## src/rtl/mem_access_unit.sv

```systemverilog
// -----------------------------------------------------------------------------
// mem_access_unit
//   Bridges a multicycle controller/datapath to a ready-handshaked memory bus.
//   The bus outputs come straight from registers. Each access takes at least
//   two cycles: the request cycle in IDLE, then one or more WAIT cycles. A
//   misaligned address never reaches the bus and sets a sticky flag. A bus that
//   never answers is cut off by an 8-bit timeout, which sets a second sticky flag.
//
// Ports
//   clk        in   1   rising-edge clock
//   reset      in   1   asynchronous reset, active low
//   MemReq     in   1   controller requests an access (held until Stall low)
//   IRWrite    in   1   access is an instruction fetch (result -> Instr)
//   MemWrite   in   1   access is a data store (ignored when IRWrite=1)
//   Adr        in  32   byte address
//   WriteData  in  32   store data
//   bus_rdata  in  32   read data from the bus
//   bus_ready  in   1   bus completes the current transaction this cycle
//   bus_req    out  1   registered transaction valid
//   bus_we     out  1   registered write enable
//   bus_addr   out 32   registered word address (Adr[1:0] forced to 0)
//   bus_wdata  out 32   registered store data
//   Instr      out 32   instruction register
//   Data       out 32   last completed load
//   Stall      out  1   combinational freeze for the controller FSM
//   BusErr     out  1   sticky timeout flag
//   AlignErr   out  1   sticky misaligned-access flag
// -----------------------------------------------------------------------------
module mem_access_unit (
  input  logic        clk,
  input  logic        reset,
  input  logic        MemReq,
  input  logic        IRWrite,
  input  logic        MemWrite,
  input  logic [31:0] Adr,
  input  logic [31:0] WriteData,
  input  logic [31:0] bus_rdata,
  input  logic        bus_ready,
  output logic        bus_req,
  output logic        bus_we,
  output logic [31:0] bus_addr,
  output logic [31:0] bus_wdata,
  output logic [31:0] Instr,
  output logic [31:0] Data,
  output logic        Stall,
  output logic        BusErr,
  output logic        AlignErr
);

  // MOV r0,r0: the instruction substituted for a fetch that failed
  localparam logic [31:0] NOP_INSTR = 32'hE1A00000;

  typedef enum logic {S_IDLE, S_WAIT} state_t;

  state_t      state_q,     state_d;
  logic        bus_req_q,   bus_req_d;
  logic        bus_we_q,    bus_we_d;
  logic [31:0] bus_addr_q,  bus_addr_d;
  logic [31:0] bus_wdata_q, bus_wdata_d;
  logic [31:0] instr_q,     instr_d;
  logic [31:0] data_q,      data_d;
  logic [7:0]  cnt_q,       cnt_d;
  logic        fetch_q,     fetch_d;
  logic        buserr_q,    buserr_d;
  logic        alignerr_q,  alignerr_d;

  logic aligned;
  logic cnt_max;
  logic is_load;

  assign aligned = (Adr[1:0] == 2'b00);
  assign cnt_max = (cnt_q == 8'hFF);
  // The access kind is latched in IDLE. A load is neither a fetch nor a store.
  assign is_load = ~fetch_q & ~bus_we_q;

  always_comb begin
    state_d     = state_q;
    bus_req_d   = bus_req_q;
    bus_we_d    = bus_we_q;
    bus_addr_d  = bus_addr_q;
    bus_wdata_d = bus_wdata_q;
    instr_d     = instr_q;
    data_d      = data_q;
    cnt_d       = cnt_q;
    fetch_d     = fetch_q;
    buserr_d    = buserr_q;
    alignerr_d  = alignerr_q;

    case (state_q)
      S_IDLE: begin
        // bus_ready is deliberately ignored here
        if (MemReq) begin
          if (aligned) begin
            state_d     = S_WAIT;
            bus_req_d   = 1'b1;
            bus_we_d    = MemWrite & ~IRWrite;
            bus_addr_d  = {Adr[31:2], 2'b00};
            bus_wdata_d = WriteData;
            fetch_d     = IRWrite;
            cnt_d       = 8'd0;
          end else begin
            alignerr_d = 1'b1;
            if (IRWrite) instr_d = NOP_INSTR;
          end
        end
      end
      S_WAIT: begin
        // Ready has priority over the timeout when both occur in the same cycle
        if (bus_ready) begin
          if (fetch_q)      instr_d = bus_rdata;
          else if (is_load) data_d  = bus_rdata;
          bus_req_d = 1'b0;
          state_d   = S_IDLE;
        end else if (cnt_max) begin
          buserr_d = 1'b1;
          if (fetch_q)      instr_d = NOP_INSTR;
          else if (is_load) data_d  = 32'd0;
          bus_req_d = 1'b0;
          state_d   = S_IDLE;
        end else begin
          cnt_d = cnt_q + 8'd1;
        end
      end
      default: state_d = S_IDLE;
    endcase
  end

  always_ff @(posedge clk or negedge reset) begin
    if (!reset) begin
      state_q     <= S_IDLE;
      bus_req_q   <= 1'b0;
      bus_we_q    <= 1'b0;
      bus_addr_q  <= 32'd0;
      bus_wdata_q <= 32'd0;
      instr_q     <= 32'd0;
      data_q      <= 32'd0;
      cnt_q       <= 8'd0;
      fetch_q     <= 1'b0;
      buserr_q    <= 1'b0;
      alignerr_q  <= 1'b0;
    end else begin
      state_q     <= state_d;
      bus_req_q   <= bus_req_d;
      bus_we_q    <= bus_we_d;
      bus_addr_q  <= bus_addr_d;
      bus_wdata_q <= bus_wdata_d;
      instr_q     <= instr_d;
      data_q      <= data_d;
      cnt_q       <= cnt_d;
      fetch_q     <= fetch_d;
      buserr_q    <= buserr_d;
      alignerr_q  <= alignerr_d;
    end
  end

  // Stall drops in the final WAIT cycle, whether it ends by ready or by timeout.
  // The controller therefore advances on the same edge that ends the access.
  assign Stall = ((state_q == S_IDLE) & MemReq & aligned) |
                 ((state_q == S_WAIT) & ~bus_ready & ~cnt_max);

  assign bus_req   = bus_req_q;
  assign bus_we    = bus_we_q;
  assign bus_addr  = bus_addr_q;
  assign bus_wdata = bus_wdata_q;
  assign Instr     = instr_q;
  assign Data      = data_q;
  assign BusErr    = buserr_q;
  assign AlignErr  = alignerr_q;

endmodule

```

## config.mk

```make
export PLATFORM = sky130hd
export DESIGN_NAME = mem_access_unit
export DESIGN_NICKNAME = d
export VERILOG_FILES = /design/src/rtl/mem_access_unit.sv
export SDC_FILE = /design/constraint.sdc
export NUM_CORES = 1
export LEC_CHECK = 0
export BUFFER_PORTS_ARGS = -buffer_cell sky130_fd_sc_hd__buf_2
export CAP_MARGIN = 25
export CORE_ASPECT_RATIO = 0.8
export CORE_MARGIN = 10
export CORE_UTILIZATION = 33
export CTS_CLUSTER_DIAMETER = 60
export DETAILED_ROUTE_END_ITERATION = 16
export GPL_TIMING_DRIVEN = 1
export HOLD_SLACK_MARGIN = 0.15
export PLACE_DENSITY = 0.7
export SLEW_MARGIN = 40
export SYNTH_ARGS = -nofsm -noshare
export SYNTH_HDL_FRONTEND = slang
export SYNTH_SLANG_ARGS = --single-unit
```

## constraint.sdc

```tcl
create_clock -name clk -period 3.8 [get_ports clk]
set_input_delay 0 -clock clk [delete_from_list [all_inputs] [get_ports clk]]
set_output_delay 0 -clock clk [all_outputs]
set_load 0.02 [all_outputs]
```

==> metrics list, run 1 <==
- Result of the run: finished, final reports clean
- Fill cell count: 1328
- By area the synthesized netlist is led by dfrtp_1, nand2_1, a22o_1.
* Destination of the worst register-to-register timing path: bus_wdata[23]
* Tightest slew margin relative to the limit: 51.42%
- In this run, synthesis produced a sequential element count of 140.
* Flip-flop cell with the highest count after synthesis: dfrtp_1
* Clock tree from TritonCTS: yes
- Clk buf depth: 2
- Wires add up to about 18 mm.
* Die X-Extent: about 160 um
* Cell breakdown of the critical path: ha_1 > nand3_1 > o21bai_1 > nand2_1 > buf_2
* Syn Std Cell Area: 0.005348 sq mm
- Worst flop-to-flop path startpoint: state_q
- The analysis attributes to net switching a power of 1.600 mW.
- Die area: approximately 0.022 sq mm
* Final critical path time including I/O delays and setup: 2.160 ns
- Yosys instantiated no cell more often than nand2_1.
- In the routed design, unresolved DRC markers number 0.
- Start-to-end type of the worst setup path: flop to primary output
- Clock-pin slew was measured on the worst setup and hold paths at 0.06 ns.
- Post-synthesis cell type with the largest combined area: dfrtp_1
- Adding up every negative setup slack in the final design gives 0 ns.
- Remaining antenna violation count: 0
- For the worst setup path, the data required time is 3.80 ns.
* Type of the worst min-delay path: input pin to asynchronous set/reset pin
- From synthesis to final layout, the design area changed by 56.50%.
* Synth warnings: 0
* Proportion of layout cells with a drive suffix above 1: roughly 33%
- Gate count after technology mapping: 486
* Worst-margin pin slew: 0.7271 ns
* Sequential element share of the synthesized area: between 60% and 70%
- For this design, the slowest cell found on the critical path is o21bai_1.
- The floorplan step set the die height to 133.9 um.
- Row generation in the floorplan step produced 41 rows.
- CTS saw 140 sinks.
- On the critical path the largest part of the delay comes from compound AO/OA/AOI/OAI gates.
- The first global-routing pass estimated between 20 and 30 mm of wire.
- Fraction of power consumed by sequential logic: approximately 40%
- The count of endpoints failing hold in the final timing report came to 0.
* Worst supply voltage drop on vdd: 0.0002873 V
- The congestion estimate from routability-driven global placement came to between 0.8 and 0.9.
- Delay of the slowest cell on the worst path: roughly 0.59 ns
* Worst-case clock skew: approximately 0.0084 ns
- Of all nets on the critical path, the largest fanout is 11.
* Overall overflow remaining after global route: 0
* Violation count after the first detailed-routing iteration: 279
- Routed length per placed instance: 16.85 um
* Net count of the finished layout: 929
* CP startpoint kind: flop
* Later-pin clock latency in the skew report: 0.41 ns
* Avg Inst Size Synth: roughly 11 sq um
* Antenna violations before repair: 2
* Clock H-tree levels: 4
- The worst register-to-register path has a setup slack of 1.76 ns.
- Counting distinct cell types in the post-synthesis netlist gives 36.
* Placeable core area: 0.01585 sq mm
- In this run, synthesis inferred 0 flip-flops with an integrated enable.
* Num CTS Buffers: 17
* Count of buffers from port buffering: 232
* Hold_ws: 0.2083 ns
* Total routing usage reported by global routing: 16.30%
- Setup repair after global routing left no endpoint under its margin.
* Achievable Freq: between 0.4 and 0.5 GHz
- Leakage dissipation: 4.451 nW
- For this design the ratio of total power to cell area is 581.6 mW/mm^2.
- Post-CTS setup buffer count: 0
* Clock share of power: 32.5%
- Number of max-capacitance violations reported: 0
- Vias in the first global route: 5303
- Top cell type's share of synthesized area: approximately two thirds
* Starting density of the core: 33.74%
- In the synthesized netlist, the cells that appear most often are nand2_1, dfrtp_1, a22o_1.
- Detailed-routing iteration count for the pre-antenna-repair pass: 5
- Vias per cell: 4.704
- CP arrival: 2.16 ns
- Entering global routing, the biggest net connects 95 pins.
- Measured in cells, the most critical reg-to-reg path has a length of 5.
- # setup viols final: 0
* Slew Limit Fails: 0
- Dividing the final minimum period by the clock period gives 56.83%.
- Critical Path End Type: primary output
- The share of total power dissipated in combinational logic is 26.5%.
* Net switching fraction of the power: roughly 33%
- In this run the count of I/O pins placed on the die edge is 235.
- Half-perimeter wire length of the detailed placement result: 11.25 mm
- Internal power consumption: about 3.3 mW
* Total buffers and inverters traversed by the critical path: 1
- After synthesis, the share of flip-flops with an asynchronous set or reset is 100.0%.
- The detailed router placed 4967 vias in this run.
- The root buffer cell chosen for the clock tree is clkbuf_16.
==> layer usage <==
layer	GRT usage (%)	vias up	part of all wire, %
met1	19.27	2387	42
met3	7.462	33	10
met5	0	-	0
li1	-	2319	-
met4	6.105	0	2.3
met2	25.45	228	46
==> kinds of logic after synthesis <==
| kind of cell | count (synthesis) | synth area share, % |
|---|---|---|
| multiplexers | 2 | 0.3744 |
| other | 1 | 0.07012 |
| flip-flops | 140 | 65.51 |
| adder cells (fa/ha/maj) | 1 | 0.2339 |
| buffers and inverters | 34 | 3.767 |
| AND/OR/NAND/NOR | 229 | 17.45 |
| AO/OA/AOI/OAI | 79 | 12.59 |
==> flip-flops by register name (all words and copies together) (netlist names), 8 cells and up <==
register and cells:
Instr 32, Data 32, bus_addr 30, bus_wdata 32, cnt_q 8
==> cell type report <==
type                       count  area [sq um]  area share [%]
antenna                        3         7.507         0.08970
clock buffer                  22         484.2           5.786
clock inverter                 9         87.58           1.046
inverter                       4         15.01          0.1794
multi-input combinational    313          1665           19.90
sequential                   140          3503           41.86
tap                          215         269.0           3.214
timing repair buffer         350          2337           27.93
==> worst max-delay path by stage <==
| stage | cells past startpoint | startpoint | slack [ns] | to |
|---|---|---|---|---|
| 2_1_floorplan | 6 | cnt_q[0] | 2.33 | Instr[10] |
| 3_3_place_gp | 5 | state_q | 1.81 | bus_addr[6] |
| 3_5_place_dp | 5 | state_q | 1.78 | bus_wdata[19] |
| 4_1_cts | 5 | cnt_q[0] | 1.63 | Stall |
| 5_1_grt | 5 | cnt_q[0] | 1.46 | Stall |
| 6_report | 5 | cnt_q[0] | 1.64 | Stall |
==> through the flow <==
stage | cell area, sq um | power, mW | worst slack [ns] | std cells | util [%]
floorplan | 5351 | 2.687 | 2.331 | 487 | -
global placement | 6664 | 3.194 | 1.811 | 910 | 42.04
detailed placement | 6669 | 3.209 | 1.784 | 910 | 42.07
CTS | 8362 | 4.903 | 1.626 | 1053 | 52.75
global route | 8364 | 5.122 | 1.465 | 1054 | 52.77
finish | 8369 | 4.867 | 1.640 | 1056 | 52.80
==> power groups by stage <==
stage	Combinational [mW]	Clock (mW)	Sequential, mW
2_1_floorplan	0.320	0	2.37
6_report	1.29	1.58	1.99
3_3_place_gp	1.19	0	2.00
3_5_place_dp	1.21	0	2.00
4_1_cts	1.30	1.62	1.98
5_1_grt	1.40	1.69	2.03
==> placed cells by master, fill, tap and decap left out, types with 3 or more instances in the layout <==
cell	count
dlygate4sd3_1	112
buf_2	231
nor2_1	6
nor3_1	3
clkbuf_16	17
a31oi_1	3
inv_1	4
dfrtp_1	140
nand2_1	199
buf_4	6
o22a_1	6
clkinvlp_4	4
nand3_1	9
clkbuf_8	4
a22o_1	58
diode_2	3
==> timing repair <==
action	4_1_cts	5_1_grt
hold buffers	112	0
setup endpoints to repair	0	0
resized for setup	0	0
hold endpoints to repair	224	0
(Power assumes the default switching activity.)
==> inputs of run 2 (changes only) <==
- clock period: 3.8 -> 2 ns (I/O delays scaled with it)
==> run 2 against run 1 <==
  * Power up 93%
  * Cell count is essentially flat
  * Register-to-register slack worse by 1.5 ns
  * Worst setup slack worse by 1.5 ns
  * Global-route usage decreased by 0.27 points
  * Critical path type unchanged
  * Critical endpoint unchanged
  * Highest routed layer unchanged
==> metrics list, run 2 (synthesized netlist as in run 1, its figures left out) <==
* Slew Limit Fails: 0 (unchanged)
* Count of unresolved DRC violations after routing: 0 (unchanged)
- The critical path goes through ha_1 > nand3_1 > o21bai_2 > buf_4 > nand2_1 > buf_2.
* Wire length of the first global-routing pass: 28.00 mm (-1.6%)
- The maximum vdd drop came to 0.0005342 V (+86%).
* Net switching fraction of the power: 33.40% (+0.52 points)
- The required time of the critical path is 2.00 ns (-1.80 ns).
* Overall overflow remaining after global route: 0 (unchanged)
* Sequential standard cell area: 0.003503 sq mm (unchanged)
- The startpoint identified for the worst register-to-register timing path is state_q.
* Area growth from synthesis to layout: 56.83%
* Most common library cell in the layout ignoring fill and taps: buf_2
- Antenna violations before repair: 4 (+2)
* Die X-Extent: 162.3 um (unchanged)
- On the critical path the largest part of the delay comes from flip-flops.
- Destination of the worst register-to-register timing path: cnt_q[3]
- Worst-case reg-to-reg path depth: 5 (unchanged)
- The post-CTS setup buffer count was 0 (unchanged).
- Clock H-tree levels: 4 (unchanged)
- The root buffer cell chosen for the clock tree is clkbuf_16.
- Result of the run: finished, final reports clean
- The worst setup path is captured at a primary output.
- Number of max-capacitance violations reported: 0 (unchanged)
- Fraction of power consumed by sequential logic: 40.4% (-0.5 points)
- Clk buf depth: 2 (unchanged)
- The cell row count was 41 (unchanged).
- Share of the core filled with cells: 52.91% (+0.11 points)
* Total power per unit cell area: 1118 mW/mm^2 (+92%)
* Delay of the slowest cell on the worst path: 0.40 ns (-0.19 ns)
- Combinational power share: 26.1% (-0.4 points)
- Power dissipated by switching net loads: 3.132 mW (+96%)
- Total routing usage reported by global routing: 16.03% (-0.27 points)
- Multi-input logic area: 0.001669 sq mm (+0.23%)
- Type of the worst min-delay path: input pin to asynchronous set/reset pin
* Violation count after the first detailed-routing iteration: 303 (+8.6%)
* Vias per cell: 4.600 (-2.2%)
- Setup tns final: 0 ns (unchanged)
* Leading cell types in the layout, fill and taps excluded: buf_2, nand2_1, dfrtp_1, dlygate4sd3_1, a22o_1
* WL final: 17.64 mm (-0.91%)
- Starting density of the core: 33.74% (unchanged)
- Worst R2R Setup Slack: 0.29 ns (-1.47 ns)
* Routed length per placed instance: 16.68 um (-1.0%)
* Proportion of layout cells with a drive suffix above 1: 34.01% (+0.95 points)
* RSZ-0062 raised after global routing: false
- Die height: 133.9 um (unchanged)
- The number of nets in the layout was 928 (-0.11%).
* CP max FO: 8 (-3)
- Timing would allow up to 0.5520 GHz.
- Critical path's slowest cell: dfrtp_1
- The weighted congestion at the end of routability-driven global placement came to 0.7655 (-5.2%).
* Clock share of power: 33.4% (+0.9 points)
- Clock tree from TritonCTS: yes
- The worst setup path is of the flop to primary output kind.
- The via count of the first global-routing pass came to 5085 (-4.1%).
* Half-perimeter wire length of the detailed placement result: 11.47 mm (+1.9%)
* Placeable core area: 0.01585 sq mm (unchanged)
- The worst setup path is launched from a flop.
- Period Utilization, post-route: 90.59%
* # setup viols final: 0 (unchanged)
- The number of port buffers came to 232 (unchanged).
* Via Count: 4862 (-2.1%)
* Final critical path time including I/O delays and setup: 1.812 ns
- The standby leakage power came to 4.495 nW (+0.99%).
- The count of endpoints failing hold in the final timing report was 0 (unchanged).
- Clock-pin slew on the worst setup and hold paths: 0.07 ns (about the same)
- Internal power consumption: 6.246 mW (+91%)
* Maximum number of pins on one net before global-route repair: 70 (-26%)
- The clock insertion delay at the later pin of the skew report is 0.42 ns (about the same).
- Detailed-routing iteration count for the pre-antenna-repair pass: 5 (unchanged)
- The number of placed I/O pins is 235 (unchanged).
- The post-layout total power came to 9.378 mW (+93%).
- The remaining antenna violation count is 0 (unchanged).
- Fill cell count: 1305 (-1.7%)
- CP arrival: 1.81 ns (-0.35 ns)
* Num CTS Buffers: 17 (unchanged)
- The number of clock sinks seen by CTS was 140 (unchanged).
- Total buffers and inverters traversed by the critical path: 2 (+1)
* Die area: 0.02173 sq mm (unchanged)
* Worst-case clock skew: 0.01214 ns (+0.003794 ns)
-- run 2: cell types whose count changed in the layout (fill, tap and decap cells not counted), sizes merged --
cell and change:
clkinv +1, diode +1, clkbuf -4, dlygate4sd3 -7, inv +4, buf +6
clkinvlp -1, bufinv +1
-- run 2: worst max-delay path by stage --
stage | startpoint | endpoint | slack (ns) | cells past startpoint
CTS | cnt_q[0] | Stall | 0.09 | 6
floorplan | cnt_q[0] | Instr[10] | 0.53 | 6
global route | cnt_q[0] | Stall | 0.04 | 6
detailed placement | cnt_q[0] | Data[30] | 0.36 | 6
global placement | state_q | Instr[17] | 0.30 | 2
finish | cnt_q[0] | Stall | 0.19 | 6
-- run 2: per-stage QoR --
step | area (sq um) | instances | worst slack [ns] | hold slack [ns]
final | 8387 | 1057 | 0.1883 | 0.1768
after global routing | 8387 | 1057 | 0.03819 | 0.2437
after CTS | 8378 | 1053 | 0.08831 | 0.2765
after detailed placement | 6728 | 915 | 0.3600 | -0.1306
after global placement | 6726 | 915 | 0.3000 | -0.1321
after floorplan | 5351 | 487 | 0.5310 | -0.2956
-- run 2: area by class of cell --
cell class,count,share of cell area (%)
multi-input cells,313,19.90
repair buffers,349,27.79
diodes,4,0.1193
clock inverters,14,1.910
inverters,4,0.1790
flip-flops and latches,140,41.77
well taps,215,3.208
clock buffers,18,5.117
-- run 2: tightest hold or removal path, cell delays in order --
cell           delay (ns)
dlygate4sd3_1        0.55
buf_6                0.10
buf_2                0.39
-- run 2: metal layers --
| metal | GRT usage, % | share of wire (%) | vias up |
|---|---|---|---|
| met5 | 0 | 0 | - |
| met4 | 6.357 | 2.3 | 0 |
| met3 | 7.217 | 11 | 30 |
| met2 | 24.57 | 46 | 230 |
| met1 | 19.28 | 41 | 2282 |
| li1 | - | - | 2320 |
-- run 2: what timing repair did --
item / 4_1_cts / 5_1_grt
hold buffers: 106 / 0
gates resized for setup: 0 / 1
hold endpoints to repair: 278 / 0
setup endpoints to repair: 0 / 1
-- run 2: power by group through the flow --
stage | Sequential [mW] | Clock (mW) | Combinational (mW)
global route | 3.86 | 3.36 | 2.66
CTS | 3.78 | 3.22 | 2.47
finish | 3.79 | 3.14 | 2.45
detailed placement | 3.81 | 0 | 2.30
global placement | 3.81 | 0 | 2.26
floorplan | 4.50 | 0 | 0.608
==> inputs of run 3 (changes only) <==
- CORE_ASPECT_RATIO: 0.8 -> 0.6
==> run 3 against run 2 <==
  * Count of clock-buffer cells in the layout rose by 2
  * Flip-flop and latch count did not move
  * Critical endpoint unchanged
  * Highest routed layer unchanged
  * Worst setup slack got worse by 0.0015 ns
==> metrics list, run 3 (synthesized netlist as in run 1, its figures left out) <==
* Clock root buffer: clkbuf_16
- # setup viols final: 0 (unchanged)
- The reg-to-reg setup timing slack is 0.20 ns (-0.09 ns).
- Maximum number of pins on one net before global-route repair: 64 (-8.6%)
* Wire length of the first global-routing pass: 28.64 mm (+2.3%)
* Overall overflow remaining after global route: 0 (unchanged)
- The cell row count was 35 (-15%).
- Antenna violations before repair: 2 (-2)
* Most common library cell in the layout ignoring fill and taps: buf_2
* Clock tree from TritonCTS: yes
- Area growth from synthesis to layout: 56.88% (about the same)
- Weighted congestion reported at the end of routability-driven placement: 0.7968 (+4.1%)
* Routed length per placed instance: 17.03 um (+2.0%)
* Later-pin clock latency in the skew report: 0.41 ns (about the same)
- The full die area came to 0.02186 sq mm (+0.62%).
* Half-perimeter wire length of the detailed placement result: 12.04 mm (+5.0%)
- The flow ran to the end, and the final reports show no timing, DRC or antenna violations.
- The global-route total usage across every layer is 16.14% (+0.11 points).
- The post-placement cell count was 902 (-1.4%).
* Clk sink count: 140 (unchanged)
- Post-route insts no fill: 1041 (-1.5%)
- The number of buffers between clock root and the deepest sink was 2 (unchanged).
* Via Count: 4745 (-2.4%)
- Final critical path time including I/O delays and setup: 1.813 ns (+0.001539 ns)
- Hold violation count in the final report: 0 (unchanged)
* Endpoint required time on the critical path: 2.00 ns (about the same)
* Sequential standard cell area: 0.003503 sq mm (unchanged)
- The detailed-route wire length was 17.72 mm (+0.50%).
* Number of max-capacitance violations reported: 0 (unchanged)
- The setup TNS came to 0 ns (unchanged).
- RSZ-0062 raised after global routing: false
- Remaining antenna violation count: 0 (unchanged)
- The placed instance area was 0.006730 sq mm (about the same).
- The top achievable clock speed came to 0.5515 GHz (about the same).
* Multi-input logic area: 0.001668 sq mm (about the same)
- Cell area after layout: 0.008389 sq mm (about the same)
- The number of placed I/O pins was 235 (unchanged).
- The via count of the first global-routing pass came to 5163 (+1.5%).
- Type of the worst min-delay path: input pin to flop
- The vertical die dimension was 118.6 um (-11%).
- In this run the tightest slew margin relative to its limit is around 62%.
* Proportion of layout cells with a drive suffix above 1: 33.61% (-0.40 points)
- Die X-Extent: 184.3 um (+14%)
* Placeable core area: 0.01563 sq mm (-1.4%)
* Total power per unit cell area: 1128 mW/mm^2 (+0.85%)
- The fraction of the core area covered by cells at the end of the flow came to 53.66% (+0.75 points).
- Fill cell count: 1327 (+1.7%)
- Slew Limit Fails: 0 (unchanged)
* Count of unresolved DRC violations after routing: 0 (unchanged)
- The standby leakage power is 4.495 nW (about the same).
* CP startpoint kind: flop
- Num CTS Buffers: 17 (unchanged)
- The number of port buffers was 232 (unchanged).
- Net count of the finished layout: 926 (-0.22%)
- Worst-margin pin slew: 0.5718 ns
- Starting density of the core: 34.21% (+0.47 points)
- The critical path is of the flop to primary output type.
- The critical path data arrival time is 1.81 ns (about the same).
* Vias per cell: 4.558 (-0.91%)
* Period Utilization, post-route: 90.66% (about the same)
- Post-CTS setup buffer count: 0 (unchanged)
- The number of detailed-routing iterations run before antenna repair was 4 (-1).
* Clock H-tree levels: 4 (unchanged)
- Worst-case clock skew: 0.01185 ns (-0.0002963 ns)
- Clock-pin slew on the worst setup and hold paths: 0.05 ns (-0.02 ns)
* Leading cell types in the layout, fill and taps excluded: buf_2, nand2_1, dfrtp_1, dlygate4sd3_1, a22o_1
- The number of violations reported at the end of detailed-routing iteration 0 was 270 (-11%).
- Critical Path End Type: primary output
- Worst supply voltage drop on vdd: 0.0005912 V (+11%)
* CP max FO: 37 (+29)
[run 3: cell count changes in the layout (fill, tap and decap cells not counted), moves of 2 or more]
cell      previous run  this run
buf_4                9         6
buf_12               2         4
clkinv_4             3         1
clkbuf_1             1         3
diode_2              4         2
[run 3: path summary, 6_finish.rpt]
check	from	end	cells after the start
worst min register to register	BusErr	BusErr	2
worst max register to register	state_q	bus_req	5
worst max-delay path	state_q	Stall	5
max in group asynchronous	reset	bus_wdata[19]	4
min in group asynchronous	reset	bus_wdata[9]	3
worst min-delay path	MemReq	state_q	4
[run 3: area by class of cell]
type                            instances  share of cell area, %
Antenna cell                            2                0.05966
Tap cell                              203                  3.028
Inverter                                4                 0.1790
Multi-Input combinational cell        313                  19.88
Clock inverter                         12                  1.924
Timing Repair Buffer                  347                  27.96
Sequential cell                       140                  41.76
Clock buffer                           20                  5.205
[run 3: power by group]
| part | total (mW) | switching [mW] | internal (mW) |
|---|---|---|---|
| clock | 3.21 | 1.23 | 1.98 |
| combinational | 2.47 | 1.50 | 0.966 |
| sequential | 3.79 | 0.360 | 3.43 |
[run 3: worst max-delay path, cell delays in order, from the launching register on]
cell and delay [ns]:
dfrtp_1 0.49, inv_1 0.12, nand3_2 0.08, buf_4 0.36
nand2_1 0.17, buf_2 0.19
[run 3: repair_timing]
| item | CTS | global route |
|---|---|---|
| hold buffers | 105 | 0 |
| gates resized for setup | 0 | 2 |
| hold endpoints to repair | 273 | 0 |
| setup endpoints to repair | 0 | 9 |
[run 3: stage by stage]
step / hold slack, ns / power (mW) / worst slack, ns
after global placement: 0.02125 / 6.098 / 0.2985
after floorplan: -0.2956 / 5.106 / 0.5310
after detailed placement: 0.01525 / 6.150 / 0.3360
after CTS: 0.1627 / 9.559 / 0.05289
final: 0.1616 / 9.460 / 0.1867
after global routing: 0.1916 / 9.944 / 0.01154
[run 3: layer usage]
layer	part of all wire [%]	vias to the layer above	wire length, um	track usage, %
met4	1.7	0	299	5.046
met2	48	159	8450	25.76
met1	44	2261	7850	20.59
li1	-	2304	-	-
met5	0	-	0	0
met3	6.3	21	1124	4.680
